## src/rtl/crc8_serial_v_pkg.sv

```systemverilog
// Shared constants and FSM encoding for the bit-serial CRC-8 engine.
package crc8_serial_v_pkg;
    localparam int         CRC_W    = 8;
    localparam logic [7:0] DEF_POLY = 8'h07;
    localparam logic [7:0] DEF_INIT = 8'h00;

    typedef enum logic [1:0] {
        IDLE  = 2'd0,
        SHIFT = 2'd1,
        DONE  = 2'd2
    } state_t;
endpackage

```

## src/rtl/crc8_serial_v_bit_step.sv

```systemverilog
// Gate primitives and the single-bit CRC-8 update built from them.
module XOR2_v (
    input  logic a,
    input  logic b,
    output logic y
);
    assign y = a ^ b;
endmodule

module AND2_v (
    input  logic a,
    input  logic b,
    output logic y
);
    assign y = a & b;
endmodule

module crc8_bit_step_v
    import crc8_serial_v_pkg::*;
(
    input  logic [CRC_W-1:0] crc,
    input  logic             bit_in,
    input  logic [CRC_W-1:0] poly,
    output logic [CRC_W-1:0] crc_nxt
);
    logic             fb;
    logic [CRC_W-1:0] shifted;
    logic [CRC_W-1:0] tap;

    XOR2_v u_fb (.a(crc[CRC_W-1]), .b(bit_in), .y(fb));

    assign shifted = {crc[CRC_W-2:0], 1'b0};

    // Each polynomial bit gates the feedback onto its own tap.
    for (genvar i = 0; i < CRC_W; i++) begin : g_tap
        AND2_v u_and (.a(fb), .b(poly[i]), .y(tap[i]));
        XOR2_v u_xor (.a(shifted[i]), .b(tap[i]), .y(crc_nxt[i]));
    end
endmodule

```

## src/rtl/crc8_serial_v.sv

```systemverilog
// Bit-serial CRC-8: accepts DATA_W-bit words over valid/ready, shifts MSB first,
// and reports the CRC after the word flagged last.
module crc8_serial_v
    import crc8_serial_v_pkg::*;
#(
    parameter int         DATA_W = 8,
    parameter logic [7:0] POLY   = DEF_POLY,
    parameter logic [7:0] INIT   = DEF_INIT
) (
    input  logic              i_clk,
    input  logic              i_rst,
    input  logic              i_valid,
    output logic              o_ready,
    input  logic [DATA_W-1:0] i_data,
    input  logic              i_last,
    output logic              o_busy,
    output logic              o_crc_valid,
    output logic [7:0]        o_crc
);
    localparam int CNT_W = (DATA_W > 1) ? $clog2(DATA_W) : 1;

    state_t            state;
    logic [CRC_W-1:0]  crc;
    logic [CRC_W-1:0]  crc_nxt;
    logic [DATA_W-1:0] sreg;
    logic [CNT_W-1:0]  cnt;
    logic              last_q;

    crc8_bit_step_v u_step (
        .crc     (crc),
        .bit_in  (sreg[DATA_W-1]),
        .poly    (POLY),
        .crc_nxt (crc_nxt)
    );

    assign o_ready = (state == IDLE);
    assign o_busy  = (state != IDLE);

    always_ff @(posedge i_clk) begin
        if (i_rst) begin
            state       <= IDLE;
            crc         <= INIT;
            sreg        <= '0;
            cnt         <= '0;
            last_q      <= 1'b0;
            o_crc_valid <= 1'b0;
            o_crc       <= 8'h00;
        end else begin
            o_crc_valid <= 1'b0;
            case (state)
                IDLE: begin
                    if (i_valid) begin
                        sreg   <= i_data;
                        last_q <= i_last;
                        cnt    <= CNT_W'(DATA_W - 1);
                        state  <= SHIFT;
                    end
                end
                SHIFT: begin
                    crc  <= crc_nxt;
                    sreg <= sreg << 1;
                    if (cnt == '0) begin
                        // Result is loaded on entry so it is already visible
                        // while the pulse is high in DONE.
                        if (last_q) begin
                            state       <= DONE;
                            o_crc       <= crc_nxt;
                            o_crc_valid <= 1'b1;
                        end else begin
                            state <= IDLE;
                        end
                    end else begin
                        cnt <= cnt - 1'b1;
                    end
                end
                DONE: begin
                    crc   <= INIT;
                    state <= IDLE;
                end
                default: state <= IDLE;
            endcase
        end
    end
endmodule

```

## config.mk

```make
export PLATFORM = sky130hd
export DESIGN_NAME = crc8_serial_v
export DESIGN_NICKNAME = d
export VERILOG_FILES = /design/src/rtl/crc8_serial_v_pkg.sv /design/src/rtl/crc8_serial_v_bit_step.sv /design/src/rtl/crc8_serial_v.sv
export SDC_FILE = /design/constraint.sdc
export NUM_CORES = 1
export LEC_CHECK = 0
export CORE_ASPECT_RATIO = 0.6
export CORE_MARGIN = 1.5
export CORE_UTILIZATION = 52
export DETAILED_ROUTE_END_ITERATION = 8
export PLACE_DENSITY_LB_ADDON = 0.3
export SLEW_MARGIN = 20
export SYNTH_ARGS = -nofsm -noshare
export SYNTH_HDL_FRONTEND = slang
export SYNTH_SLANG_ARGS = --single-unit
```

## constraint.sdc

```tcl
create_clock -name i_clk -period 2.15 [get_ports i_clk]
set_clock_uncertainty 0.2 [all_clocks]
set_input_delay 0.5375 -clock i_clk [delete_from_list [all_inputs] [get_ports i_clk]]
set_output_delay 0.5375 -clock i_clk [all_outputs]
set_load 0.1 [all_outputs]
```

**Yosys cells after proc, flatten, opt, wreduce, memory -nomap -nowiden**

Cells that the tools add are included.

- Register bits after elaboration: 31
- Input bits: 12
- Output and inout port bits: 11
- Word-level logic and storage cells: 40

- Add/subtract/negate cells: 1
- Equal/unequal tests: 5
- Multiplexer cells: 11
- Bitwise operators: 5
- Reductions and logical operators: 11

Operators by type and width:

| cell | number |
|---|---|
| $pmux 8 s2 | 2 |
| $mux 8 | 1 |
| $mux 2 | 3 |
| $mux 3 | 2 |
| $ne 2x2->1 const B | 3 |
| $pmux 3 s2 | 1 |
| $reduce_and 2->1 | 3 |
| $reduce_and 3->1 | 2 |
| $reduce_bool 2->1 | 3 |
| $pmux 2 s2 | 1 |
| $logic_not 3->1 | 1 |
| $reduce_or 3->1 | 1 |
| $sub 3x1->3 const B | 1 |
| $xor 1x1->1 | 3 |
| $eq 2x1->1 const B | 1 |
| $eq 2x2->1 const B | 1 |
| $logic_not 2->1 | 1 |
| $not 1->1 | 2 |
| $mux 1 | 1 |

**Logic depth before layout (Yosys ltp)**

- Word-level depth: 3
- Mapped depth: 7
- Gate-level depth less buffers: 6

**By module**

Synthesis repeated with hierarchy kept, for this count alone.

- Cells, all modules: 173
- Area total of the unflattened synthesis: 1,565.3 µm²

By module, submodules not included:

| module | instances | cells each | area each (µm²) | sequential area each (µm²) |
|---|---|---|---|---|
| crc8_serial_v | 1 | 155 | 1,432.6 | 620.6 |
| XOR2_v | 9 | 1 | 8.8 | 0.0 |
| AND2_v | 8 | 1 | 6.3 | 0.0 |
| crc8_bit_step_v | 1 | 1 | 3.8 | 0.0 |

**Worst setup path after synthesis**

No wires, ideal clock.

- Kind: register -> output
- Start: reg state[0]
- End: out o_busy
- Arrival: 2.066 ns
- Required time: 1.412 ns
- Path slack: -0.654 ns
- Stages on the path, launching flop included: 4
- Path buffers: 0
- Cells stage by stage: dfxtp_1 inv_1 ha_1 inv_1

- Word-level cells in the longest chain between the ends: 1

Ends and longest elaborated chain:

| what | RTL line | text |
|---|---|---|
| from (decl) | crc8_serial_v.sv:22 | `state_t state;` |
| from (signal assigned) | crc8_serial_v.sv:41 | `state <= IDLE;` |
| from (signal assigned) | crc8_serial_v.sv:56 | `state <= SHIFT;` |
| from (signal assigned) | crc8_serial_v.sv:66 | `state <= DONE;` |
| $reduce_bool 2->1 | crc8_serial_v.sv:37 | `assign o_busy = (state != IDLE);` |
| to (decl) | crc8_serial_v.sv:16 | `output logic o_busy,` |

Every way passes these cells.

**Final worst setup path**

Ends and elaborated chain as after synthesis.

==> summary.txt <==
CRITICAL PATH
----------------------------------------------------------------------------------------
Timing endpoint of the critical path                                              o_busy
Kind of end point of the critical path                                        output pin
Arrival time of data at the critical path endpoint                               1.32 ns
CP Class                                                                      reg -> out
Required time at the endpoint of the critical path                               1.41 ns
Count of buffering cells on the critical path with inverters included                  3
Peak per-stage delay on the critical path                                        0.34 ns
Register-to-register path setup slack                                            0.28 ns
Critical path startpoint                                                        state[0]
Number of stages on the worst setup path                                               4
Max Fanout on Critical Path                                                            8
Startpoint types                                                                    flop
Cell type of the slowest stage on the worst timing path                     sky130_fd_sc_hd__dfxtp_1
Length in cells of the worst reg-to-reg path                                           6
Destination of the worst register-to-register timing path                        sreg[5]
Startpoint of the most critical register-to-register path                       state[0]
Worst path cell trace                                                       inv_1 > ha_4 > clkinvlp_4 > buf_12
Category of cells accounting for the largest share of critical-path delay   buffers and inverters

DRT
----------------------------------------------------------------------------------------
Average detailed-routed wire length per instance                                 14.6 um
Detailed Routing Iterations Pass 1                                                     4
Via count                                                                          1,137
Detailed-route vias per instance                                                    5.41
Routed Wire Length                                                               3070 um
Post-DRT Antenna Nets                                                                  0
Remaining DRCs                                                                         0
Detailed Route Iter0 Violations                                                       31

POWER AND IR DROP
----------------------------------------------------------------------------------------
Total power                                                                      1.73 mW
P per Cell Area                                                              929 mW/mm^2
Leak                                                                            0.689 nW
Worst vdd ir                                                                    0.578 mV

TIMING
----------------------------------------------------------------------------------------
Final hold vios                                                                        0
Sum of negative setup slack                                                         0 ns
Worst-Margin Slew                                                               0.326 ns
Setup repair after global routing missed its margin                                false
Final worst path period need                                                     2.06 ns
Setup violation total in the final timing report                                       0
Part of the cycle the worst path needs                                             95.9%
Worst slew margin                                                                  78.2%
Final slew viol count                                                                  0
Fmax achieved                                                                    485 MHz

WORST HOLD PATH
----------------------------------------------------------------------------------------
Path class of the lowest-slack min-delay path                                 reg -> reg

YOSYS
----------------------------------------------------------------------------------------
Synthesized netlist cell count                                                       152
Sequential area share after synthesis                                              43.9%
Register bit total from synthesis                                                     31
Yosys warning total                                                                    0
Syn_nets                                                                             171
Number of different library cells in the post-synthesis netlist                       33
Mean area per synthesized cell                                                 9.29 um^2
Post-synthesis cell area                                                    0.00141 mm^2

CLOCKING
----------------------------------------------------------------------------------------
Clk sinks                                                                             31
Clock Tree Root                                                             sky130_fd_sc_hd__clkbuf_8
TritonCTS clock tree                                                               built
Clock-pin slew of the registers on the worst-case setup and hold paths           0.06 ns
Cts hold-fix bufs                                                                      0
Bufs on Longest Clock Path                                                             2
Resized Gates After CTS                                                                0
Number of buffers created by CTS                                                       5
Number of buffers inserted by post-CTS setup repair                                    0
# H-tree levels                                                                        2
Insertion delay of the later-clocked pin in the worst-skew pair                  0.29 ns

DIE
----------------------------------------------------------------------------------------
Die height                                                                       43.4 um
Row Count                                                                             14
Starting utilization of the core area                                              55.6%
Placeable core region                                                       0.00254 mm^2
I/O pin cnt                                                                           23
Die outline width                                                                70.3 um
Area of the die                                                             0.00305 mm^2

GLOBAL ROUTING
----------------------------------------------------------------------------------------
Antenna violations before repair                                                       0
Overflow left after global routing                                                     0
Number of global-route vias before repair                                          1,137
Largest net degree at the start of global routing                                     15
Global-route wire length before repair                                           5200 um
Total routing resource utilization after global routing                            23.5%

LAYOUT
----------------------------------------------------------------------------------------
Fraction of layout cells with a size suffix above 1                                18.0%
Area Growth Syn to Fin                                                             32.1%
Number of inserted diodes                                                              0
Core Util, Final                                                                   73.4%
Post-route standard cell area excluding fillers                             0.00187 mm^2
Post-layout net count                                                                196
Number of standard cells in the final layout excluding fillers                       210
Most common cell after layout, fill and taps aside                          sky130_fd_sc_hd__dfxtp_1
Commonest non-fill, non-tap cells in the layout                             31 x sky130_fd_sc_hd__dfxtp_1, 16 x sky130_fd_sc_hd__nor2_1, 15 x sky130_fd_sc_hd__a21oi_1

PLACEMENT
----------------------------------------------------------------------------------------
Cell total after placement                                                           202
Number of port buffers                                                                22
DP Wirelength                                                                    2180 um
Placed instance area                                                        0.00178 mm^2
Routability cong.                                                                  0.732

STATUS
----------------------------------------------------------------------------------------
Result of the run                                                           finished, final reports clean

JOB
----------------------------------------------------------------------------------------
Max-cap check violation count                                                          0

[power breakdown]
part / switching, mW / internal [mW] / total, mW
clock: 0.212 / 0.227 / 0.439
combinational: 0.356 / 0.252 / 0.608
sequential: 0.0447 / 0.642 / 0.687
total: 0.613 / 1.12 / 1.73
[per-stage QoR]
step	hold slack, ns	worst slack (ns)
final	0.278	0.0884
after detailed placement	0.272	-0.0184
after global placement	0.260	0.0582
after CTS	0.280	0.0801
after floorplan	0.245	0.0485
after global routing	0.291	0.0108
[area by class of cell]
class | instances | area (um^2)
multi-input combinational | 106 | 737
fill | 175 | 674
sequential | 31 | 621
timing repair buffer | 25 | 353
clock buffer | 7 | 76.3
tap | 32 | 40.0
inverter | 8 | 33.8
clock inverter | 1 | 5.00
[kinds of logic (layout without fill, tap and decap cells)]
family          count (synthesis)  in the layout  share of synthesized area [%]
xor+xnor                        3              3                           2.39
buf+inv                        15             41                           4.78
simple gates                   57             57                           21.5
fa+ha+maj                       7              7                           6.20
mux                             9              9                           6.38
compound gates                 30             30                           14.8
flops                          31             31                           43.9
[tightest hold or removal path, stage by stage, from the launching register on]
cell,delay (ns)
sky130_fd_sc_hd__dfxtp_1,0.32
sky130_fd_sc_hd__nand2_1,0.06
sky130_fd_sc_hd__a21oi_1,0.05
[cell usage after synthesis, drive strengths merged]
cell	number	area share, %
nand3	4	1.8
a31o	2	1.2
dfxtp	31	44
nor2b	1	0.62
nor2	18	5.5
a311oi	1	0.62
clkbuf	2	0.53
buf	5	2.1
nand3b	6	3.2
and3	2	0.89
mux2i	9	6.4
a211oi	9	6.0
nand2b	7	3.1
nor3	4	1.4
xnor2	2	1.8
o32ai	2	1.2
xor2	1	0.62
or2b	1	0.53
and2b	1	0.71
nand2	12	3.2
inv	8	2.1
o21ai	1	0.35
a21oi	15	5.3
ha	7	6.2
nand4b	1	0.62
[flip-flops by register name, summed over array words and instances (netlist names)]
| signal | cells |
|---|---|
| sreg | 8 |
| o_crc | 8 |
| state | 2 |
| last_q | 1 |
| crc | 8 |
| o_crc_valid | 1 |
| cnt | 3 |
[how the worst min path moves through the flow]
| stage | startpoint | endpoint | slack, ns | depth (start not counted) |
|---|---|---|---|---|
| floorplan | crc[2] | o_crc[3] | 0.25 | 2 |
| global placement | crc[4] | o_crc[5] | 0.26 | 2 |
| detailed placement | crc[5] | o_crc[6] | 0.27 | 2 |
| CTS | crc[6] | o_crc[7] | 0.28 | 2 |
| global route | crc[5] | o_crc[6] | 0.29 | 2 |
| finish | crc[6] | o_crc[7] | 0.28 | 2 |
[routing by layer]
metal | global-route usage, % | part of all wire, % | vias up
met5 | 0 | 0 | -
met4 | 12.3 | 3.5 | 0
met3 | 10.9 | 5.4 | 14
met2 | 39.4 | 47 | 27
met1 | 25.4 | 44 | 529
li1 | - | - | 567
No activity file was read; power rests on OpenSTA's default activity.
